**src/rtl/ni_packetizer.sv**
```systemverilog
// Network-interface transmitter: turns (dst, len) requests plus payload words
// into head/body/tail flits for the router local port, gated by link credits.
module ni_packetizer #(
  parameter logic [2:0] LOCAL_ADD = 3'b000,
  parameter int         DATA_W    = 14,
  parameter int         MAX_LEN   = 8,
  parameter int         CREDITS   = 4
) (
  input  logic              clk,
  input  logic              rst,
  input  logic              en,
  input  logic              req_valid,
  input  logic [2:0]        req_dst,
  input  logic [3:0]        req_len,
  output logic              req_ready,
  input  logic              dat_valid,
  input  logic [DATA_W-1:0] dat,
  output logic              dat_ready,
  output logic [DATA_W+1:0] flit_out,
  output logic              flit_valid,
  input  logic              credit_in,
  output logic              busy,
  output logic              err
);

  localparam int CW = $clog2(CREDITS + 1);

  typedef enum logic [1:0] {IDLE, HEAD, BODY} state_t;

  typedef struct packed {
    logic [2:0] dst;
    logic [3:0] len;
  } req_t;

  state_t            state_q, state_d;
  req_t              req_q;
  logic [3:0]        rem_q;
  logic [CW-1:0]     credit_q;
  logic              has_credit;
  logic              req_fire, len_bad;
  logic              head_send, body_send, send;
  logic [DATA_W+1:0] head_flit, body_flit;

  assign has_credit = (credit_q != '0);
  assign len_bad    = (req_len > 4'(MAX_LEN));
  // rst gates req_ready so nothing is accepted on a reset edge
  assign req_ready  = (state_q == IDLE) && en && !rst;
  assign dat_ready  = (state_q == BODY) && en && has_credit;
  assign req_fire   = req_valid && req_ready;
  assign send       = head_send || body_send;
  assign busy       = (state_q != IDLE);
  // last payload word of the packet is typed tail
  assign body_flit  = {(rem_q == 4'd1) ? 2'b10 : 2'b00, dat};

  // Head flit: dst, src, len fields; len=0 probes use the single type
  always_comb begin
    head_flit                   = '0;
    head_flit[DATA_W+1:DATA_W]  = (req_q.len == 4'd0) ? 2'b11 : 2'b01;
    head_flit[DATA_W-1 -: 3]    = req_q.dst;
    head_flit[DATA_W-4 -: 3]    = LOCAL_ADD;
    head_flit[3:0]              = req_q.len;
  end

  // Next-state and send decisions
  always_comb begin
    state_d   = state_q;
    head_send = 1'b0;
    body_send = 1'b0;
    case (state_q)
      IDLE: if (req_fire && !len_bad) state_d = HEAD;
      HEAD: if (en && has_credit) begin
        head_send = 1'b1;
        state_d   = (req_q.len == 4'd0) ? IDLE : BODY;
      end
      BODY: if (dat_valid && dat_ready) begin
        body_send = 1'b1;
        if (rem_q == 4'd1) state_d = IDLE;
      end
      default: state_d = IDLE;
    endcase
  end

  // State, request latch, flit register and error pulse
  always_ff @(posedge clk) begin
    if (rst) begin
      state_q    <= IDLE;
      req_q      <= '0;
      rem_q      <= '0;
      flit_out   <= '0;
      flit_valid <= 1'b0;
      err        <= 1'b0;
    end else begin
      state_q    <= state_d;
      flit_valid <= send;
      // an oversized request completes its handshake but only flags err
      err        <= req_fire && len_bad;
      if (req_fire) req_q <= '{dst: req_dst, len: req_len};
      if (head_send) begin
        flit_out <= head_flit;
        rem_q    <= req_q.len;
      end else if (body_send) begin
        flit_out <= body_flit;
        rem_q    <= rem_q - 4'd1;
      end
    end
  end

  // Credit counter: one per flit sent, one back per credit_in, saturating
  always_ff @(posedge clk) begin
    if (rst)
      credit_q <= CW'(CREDITS);
    else if (send && !credit_in)
      credit_q <= credit_q - CW'(1);
    else if (!send && credit_in && credit_q != CW'(CREDITS))
      credit_q <= credit_q + CW'(1);
  end

endmodule
```
**config.mk**
```make
export PLATFORM = sky130hd
export DESIGN_NAME = ni_packetizer
export DESIGN_NICKNAME = d
export VERILOG_FILES = /design/src/rtl/ni_packetizer.sv
export SDC_FILE = /design/constraint.sdc
export NUM_CORES = 1
export LEC_CHECK = 0
export ABC_CLOCK_PERIOD_IN_PS = 5100
export CAP_MARGIN = 20
export CORE_MARGIN = 5
export CORE_UTILIZATION = 49
export DETAILED_ROUTE_END_ITERATION = 8
export HOLD_SLACK_MARGIN = 0.1
export PLACE_DENSITY_LB_ADDON = 0.05
export SETUP_SLACK_MARGIN = 0.1
export SKIP_LAST_GASP = 1
export SLEW_MARGIN = 25
export SYNTH_ARGS = -nofsm -noshare
export SYNTH_HDL_FRONTEND = slang
export SYNTH_SLANG_ARGS = --single-unit
```
**constraint.sdc**
```tcl
create_clock -name clk -period 5.1 [get_ports clk]
set_input_delay 0.765 -clock clk [delete_from_list [all_inputs] [get_ports clk]]
set_output_delay 0.765 -clock clk [all_outputs]
set_load 0.01 [all_outputs]
```
Word level (Yosys, flattened, before mapping)
Index checks and enable logic that the tools add are counted.
W data, S select, Z words.
Operators by class
  multiplexer cells: 18
  $lt $le $gt $ge: 1
  eq/ne operators: 8
  reductions and logical operators: 25
  $add $sub $neg: 3
Operator list (count)
  $mux W16: 2
  $mux W2: 7
  $logic_and A1 B1 Y1: 12
  $mux W4: 2
  $mux W3: 2
  $ne A2 B1 Y1 const B: 3
  $pmux W2 S3: 1
  $reduce_bool A2 Y1: 3
  $eq A4 B1 Y1 const B: 1
  $gt A4 B4 Y1 const B: 1
  $logic_not A1 Y1: 4
  $logic_not A4 Y1: 1
  $mux W1: 4
  $reduce_and A4 Y1: 1
  $sub A4 B1 Y4 const B: 1
  $add A3 B1 Y3 const B: 1
  $ne A3 B3 Y1 const B: 1
  $reduce_bool A3 Y1: 1
  $sub A3 B1 Y3 const B: 1
  $eq A2 B1 Y1 const B: 1
  $eq A2 B2 Y1 const B: 1
  $logic_not A2 Y1: 1
  $ne A2 B2 Y1 const B: 1
  $reduce_or A2 Y1: 1
  $logic_or A1 B1 Y1: 1
Word-level totals
  word-level logic and storage cells: 64
  register bits: 34
  input bits: 27
  output and inout bits: 21

Longest topological paths before layout
  word-level depth: 12
  mapped depth: 7

Worst setup path before layout
Ideal clock, no wire load.
  path kind: input port to flip-flop
  from: input port dat_valid
  to: register credit_q[2]
  setup time: 124 ps
  setup slack: 2632 ps
  cell stages on the path: 7
  buffers on the path: 0
  arrival time: 2343 ps
  cells stage by stage: nand3b_1 a211oi_1 inv_1 fa_1 nor3b_1 a22oi_1 a2111o_1
On the way
  longest elaborated chain between the ends: 8
Ends and longest elaborated chain
  from (decl): line 16  | input logic dat_valid,
  $logic_and A1 B1 Y1 *: line 75  | BODY: if (dat_valid && dat_ready) begin
  $mux W1 *: line 75
  $mux W1 *: line 69  | case (state_q)
  $logic_or A1 B1 Y1 *: line 50  | assign send = head_send || body_send;
  $logic_not A1 Y1: line 114  | else if (!send && credit_in && credit_q != CW'(CREDITS))
  $logic_and A1 B1 Y1 (2 in a row): line 114
  $reduce_bool A2 Y1 (no source line)
  to (signal assigned): line 111  | credit_q <= CW'(CREDITS);
  to (signal assigned): line 113  | credit_q <= credit_q - CW'(1);
  to (signal assigned): line 115  | credit_q <= credit_q + CW'(1);
  to (decl): line 38  | logic [CW-1:0] credit_q;
Mark *: on every way between the ends. The rest lies on a longest branch, timed or not.
A chain may end at the register's enable or synchronous reset.

Worst setup path after layout
  from: input port rst
  to: output port req_ready
On the way
  longest elaborated chain between the ends: 2
Ends and longest elaborated chain
  from (decl): line 10  | input logic rst,
  $logic_not A1 Y1: line 47  | assign req_ready = (state_q == IDLE) && en && !rst;
  $logic_and A1 B1 Y1: line 47
  to (decl): line 15  | output logic req_ready,
Every way passes these cells.

==> results list <==
* Outcome: finished clean
- Growth of design area from synthesis to finish: 35.71%
* Required @ worst endpoint: around 4.3 ns
- Counting every net in the synthesized netlist gives between 200 and 250.
* Tightest Hold Check Type: register to register
* Most numerous cell on the critical path: sky130_fd_sc_hd__clkdlybuf4s50_1
* CP Cell Sequence: clkdlybuf4s50_1 > buf_4 > nor4b_2 > clkdlybuf4s50_1
- Horizontal die dimension: between 60 and 70 microns
- Sinks on Clock Net: 34
- Register area share after synthesis: about 45%
- Primary FF master, synth: sky130_fd_sc_hd__dfxtp_1
- Die boundary height: approximately 66 microns
- Final-report hold violation count: 0
- The tool flagged a number of max-cap violations equal to 0.
- The first global-routing pass estimated roughly 6700 microns of wire.
* Average via count per standard cell: ~5.5
* Via count of the first global-routing pass: 1495
* Most common cell after layout, fill and taps aside: sky130_fd_sc_hd__clkdlybuf4s50_1
- Number of CTS-inserted buffers: 5
- Along the worst path, the maximum fanout reaches 30.
- Std-Cell Core Area: roughly 3000 sq um
- For this run, the post-layout net count is between 200 and 300.
* DRC violation count after routing: 0
- Power per Cell Area: between 200 and 250 nW/um^2
- The largest single stage delay on the critical path is ~0.67 ns.
* Post-route minimum period: about 3.5 ns
- Setup violations remaining at the end of the flow were counted as 0.
* Internal cell power: around 0.37 mW
- Sequential fraction of design power: 55.9%
- Inst Count DP: 260
- Static timing analysis puts the maximum clock frequency at 289.0 MHz.
- Area of the mapped netlist: about 1500 sq um
- The largest total area in the synthesized netlist belongs to sky130_fd_sc_hd__dfxtp_1.
* Type of destination of the critical path: output pin
- VDD sags by at most 169.2 uV.
- In this run, synthesis produced a sequential element count of 34.
* Leading cell types in the layout, fill and taps excluded: sky130_fd_sc_hd__clkdlybuf4s50_1, sky130_fd_sc_hd__dfxtp_1, sky130_fd_sc_hd__nand2_1
- TNS Setup: 0 ns
- The clock passes through at most 2 buffers.
- Number of diodes: 0
* Pleak: 0.7094 nW
* Weighted congestion at the end of routability-driven global placement: between 0.8 and 0.9
- NetSw: roughly 0.12 mW
- Number of antenna violations at the first check in global routing: 0
- Post-Route Utilization: around two thirds
* Leading cell types by total area after synthesis: sky130_fd_sc_hd__dfxtp_1, sky130_fd_sc_hd__a21oi_1, sky130_fd_sc_hd__nand2_1
- Setup slack of the critical path after layout: between 1.5 and 2 ns
- Ys Warns: 0
* Share of post-route cells with drive strength above 1: approximately 6.7%
- In this run switching power makes up 24.97% of total power.
- Overall routed net length: about 3800 microns
* Die area: about 4300 sq um
* Final std cells w/o fill: 268
- STA classifies the critical path startpoint as a primary input.
- Number of flops mapped to enable cells by yosys: 0
* Detailed Place HPWL: 2814 microns
- Routed length per placed instance: 14.22 microns
* Setup slack after placement: around 1.6 ns
- In this run, post-CTS repair resized a total of 0 instances.
- The clock network is responsible for about 32% of the overall power.
- Asr flop ratio synth: 0%
- Clock latency on the worst-skew pair, taken at its later pin, is 0.34 ns.
- Root Driver: sky130_fd_sc_hd__clkbuf_4
* Remaining antenna violation count: 0
* Router iterations before antenna repair: 4
- After layout, the worst path uses approximately two thirds of the clock period.
* Setup clock skew after layout: 0.01525 ns
- For the pin with the worst max-slew slack, the measured transition is a little under 0.8 ns.
* Number of distinct library cells after synthesis: 45
- Entering global routing, the biggest net connects 31 pins.
* Effective utilization at floorplan: 50.45%
* Number of buffers added for setup after CTS: 0
- After the first detailed-routing iteration, the DRC count stood at 118.
- The worst setup path is of the primary input to output pin kind.
- Worst-case hold slack: 0.4609 ns
* Total I/O pin count: 48
* Fraction of power consumed by combinational cells: 12.1%
- Overflow left after global routing: 0
* Number of vias in the routed layout: roughly 1500
- Hold Buf Count CTS: 0
* Syn Area/Cell: about 8.6 sq um
- Post-layout power: roughly 0.49 mW
* Count of input and output buffers: 47
* Worst-path cell with the longest stage delay: sky130_fd_sc_hd__clkdlybuf4s50_1
- The worst register-to-register path has a setup slack of approximately 2.7 ns.
- Clock tree from TritonCTS: done
- Total count of max-transition violations in the final report: 0
- Summing all non-filler instances in the final layout gives an area of approximately 2100 sq um.
- Setup repair after global routing missed its margin: no
* Top cell type's share of synthesized area: between 40% and 50%
- Placement Rows: 20
- Measured against its own limit, the worst slew margin works out to between 40 and 50%.
* H-Tree Depth: 2
* Overall fraction of global-route tracks in use: between 15 and 20%
* Clock transition time at the flip-flop clock pins of the worst setup and hold paths: around 0.1 ns
- After technology mapping, the gate count stands at about 180.
- Once placement finished, the instance area stood at just over 2000 sq um.
- CP Data Arrival Time: ~2.7 ns
-- area by class of cell --
| cell class | instances | area (sq um) |
|---|---|---|
| clock buffer | 7 | 55.05 |
| clock inverter | 1 | 5.005 |
| fill | 263 | 954.7 |
| inverter | 8 | 30.03 |
| multi-input combinational | 126 | 769.5 |
| sequential | 34 | 680.7 |
| tap | 44 | 55.05 |
| timing repair buffer | 48 | 478.0 |
-- critical path, delay by kind of cell --
family	cells	cell delay [ns]
buf+inv	3	1.30
simple gates	1	0.62
-- worst paths after layout --
kind                          endpoint                       from  cells after the start
max                          req_ready                        rst                      4
min          flit_out[10]$_SDFFE_PP0N_  flit_out[10]$_SDFFE_PP0N_                      2
max reg2reg   credit_q[2]$_SDFFE_PP1P_    state_q[1]$_SDFFE_PP0P_                      7
min reg2reg  flit_out[10]$_SDFFE_PP0N_  flit_out[10]$_SDFFE_PP0N_                      2
-- Yosys cell counts, types with 2 or more instances --
master,count
sky130_fd_sc_hd__a22oi_1,4
sky130_fd_sc_hd__inv_1,8
sky130_fd_sc_hd__clkbuf_1,5
sky130_fd_sc_hd__nor2_1,16
sky130_fd_sc_hd__nand2_1,28
sky130_fd_sc_hd__buf_2,2
sky130_fd_sc_hd__ha_1,2
sky130_fd_sc_hd__dfxtp_1,34
sky130_fd_sc_hd__o21ai_0,4
sky130_fd_sc_hd__a222oi_1,4
sky130_fd_sc_hd__a21oi_1,21
sky130_fd_sc_hd__nand3_1,10
sky130_fd_sc_hd__a211oi_1,3
sky130_fd_sc_hd__a31oi_1,2
sky130_fd_sc_hd__nor3b_1,3
sky130_fd_sc_hd__nor4_1,2
-- per-layer routing --
metal	routed length [microns]	global-route usage [%]	up-vias
li1	-	-	728
met1	1563	21.50	683
met2	1935	35.29	46
met3	260	7.993	7
met4	53	6.477	0
met5	0	0	-
-- registers in the layout, indices dropped and copies added, names as in the netlist --
name        cells
state_q         2
head_flit       7
err             1
flit_out       16
rem_q           4
credit_q        3
flit_valid      1
-- power groups by stage --
stage                     sequential, mW  combinational [mW]  clock, mW
after floorplan                    0.282              0.0281          0
after global placement             0.282              0.0582          0
after detailed placement           0.283              0.0596          0
after CTS                          0.277              0.0599      0.160
after global routing               0.278              0.0658      0.175
final                              0.277              0.0598      0.158
-- logic make-up after synthesis --
| family | share of synthesized area, % |
|---|---|
| xor gates and xnor gates | 0.5734 |
| muxes | 2.375 |
| DFF | 44.55 |
| AOI/OAI and AO/OA | 21.62 |
| adders and majority gates | 2.948 |
| and+or+nand+nor | 22.85 |
| buffers and inverters | 5.078 |
Note: power is estimated with default switching activity, not from simulation.
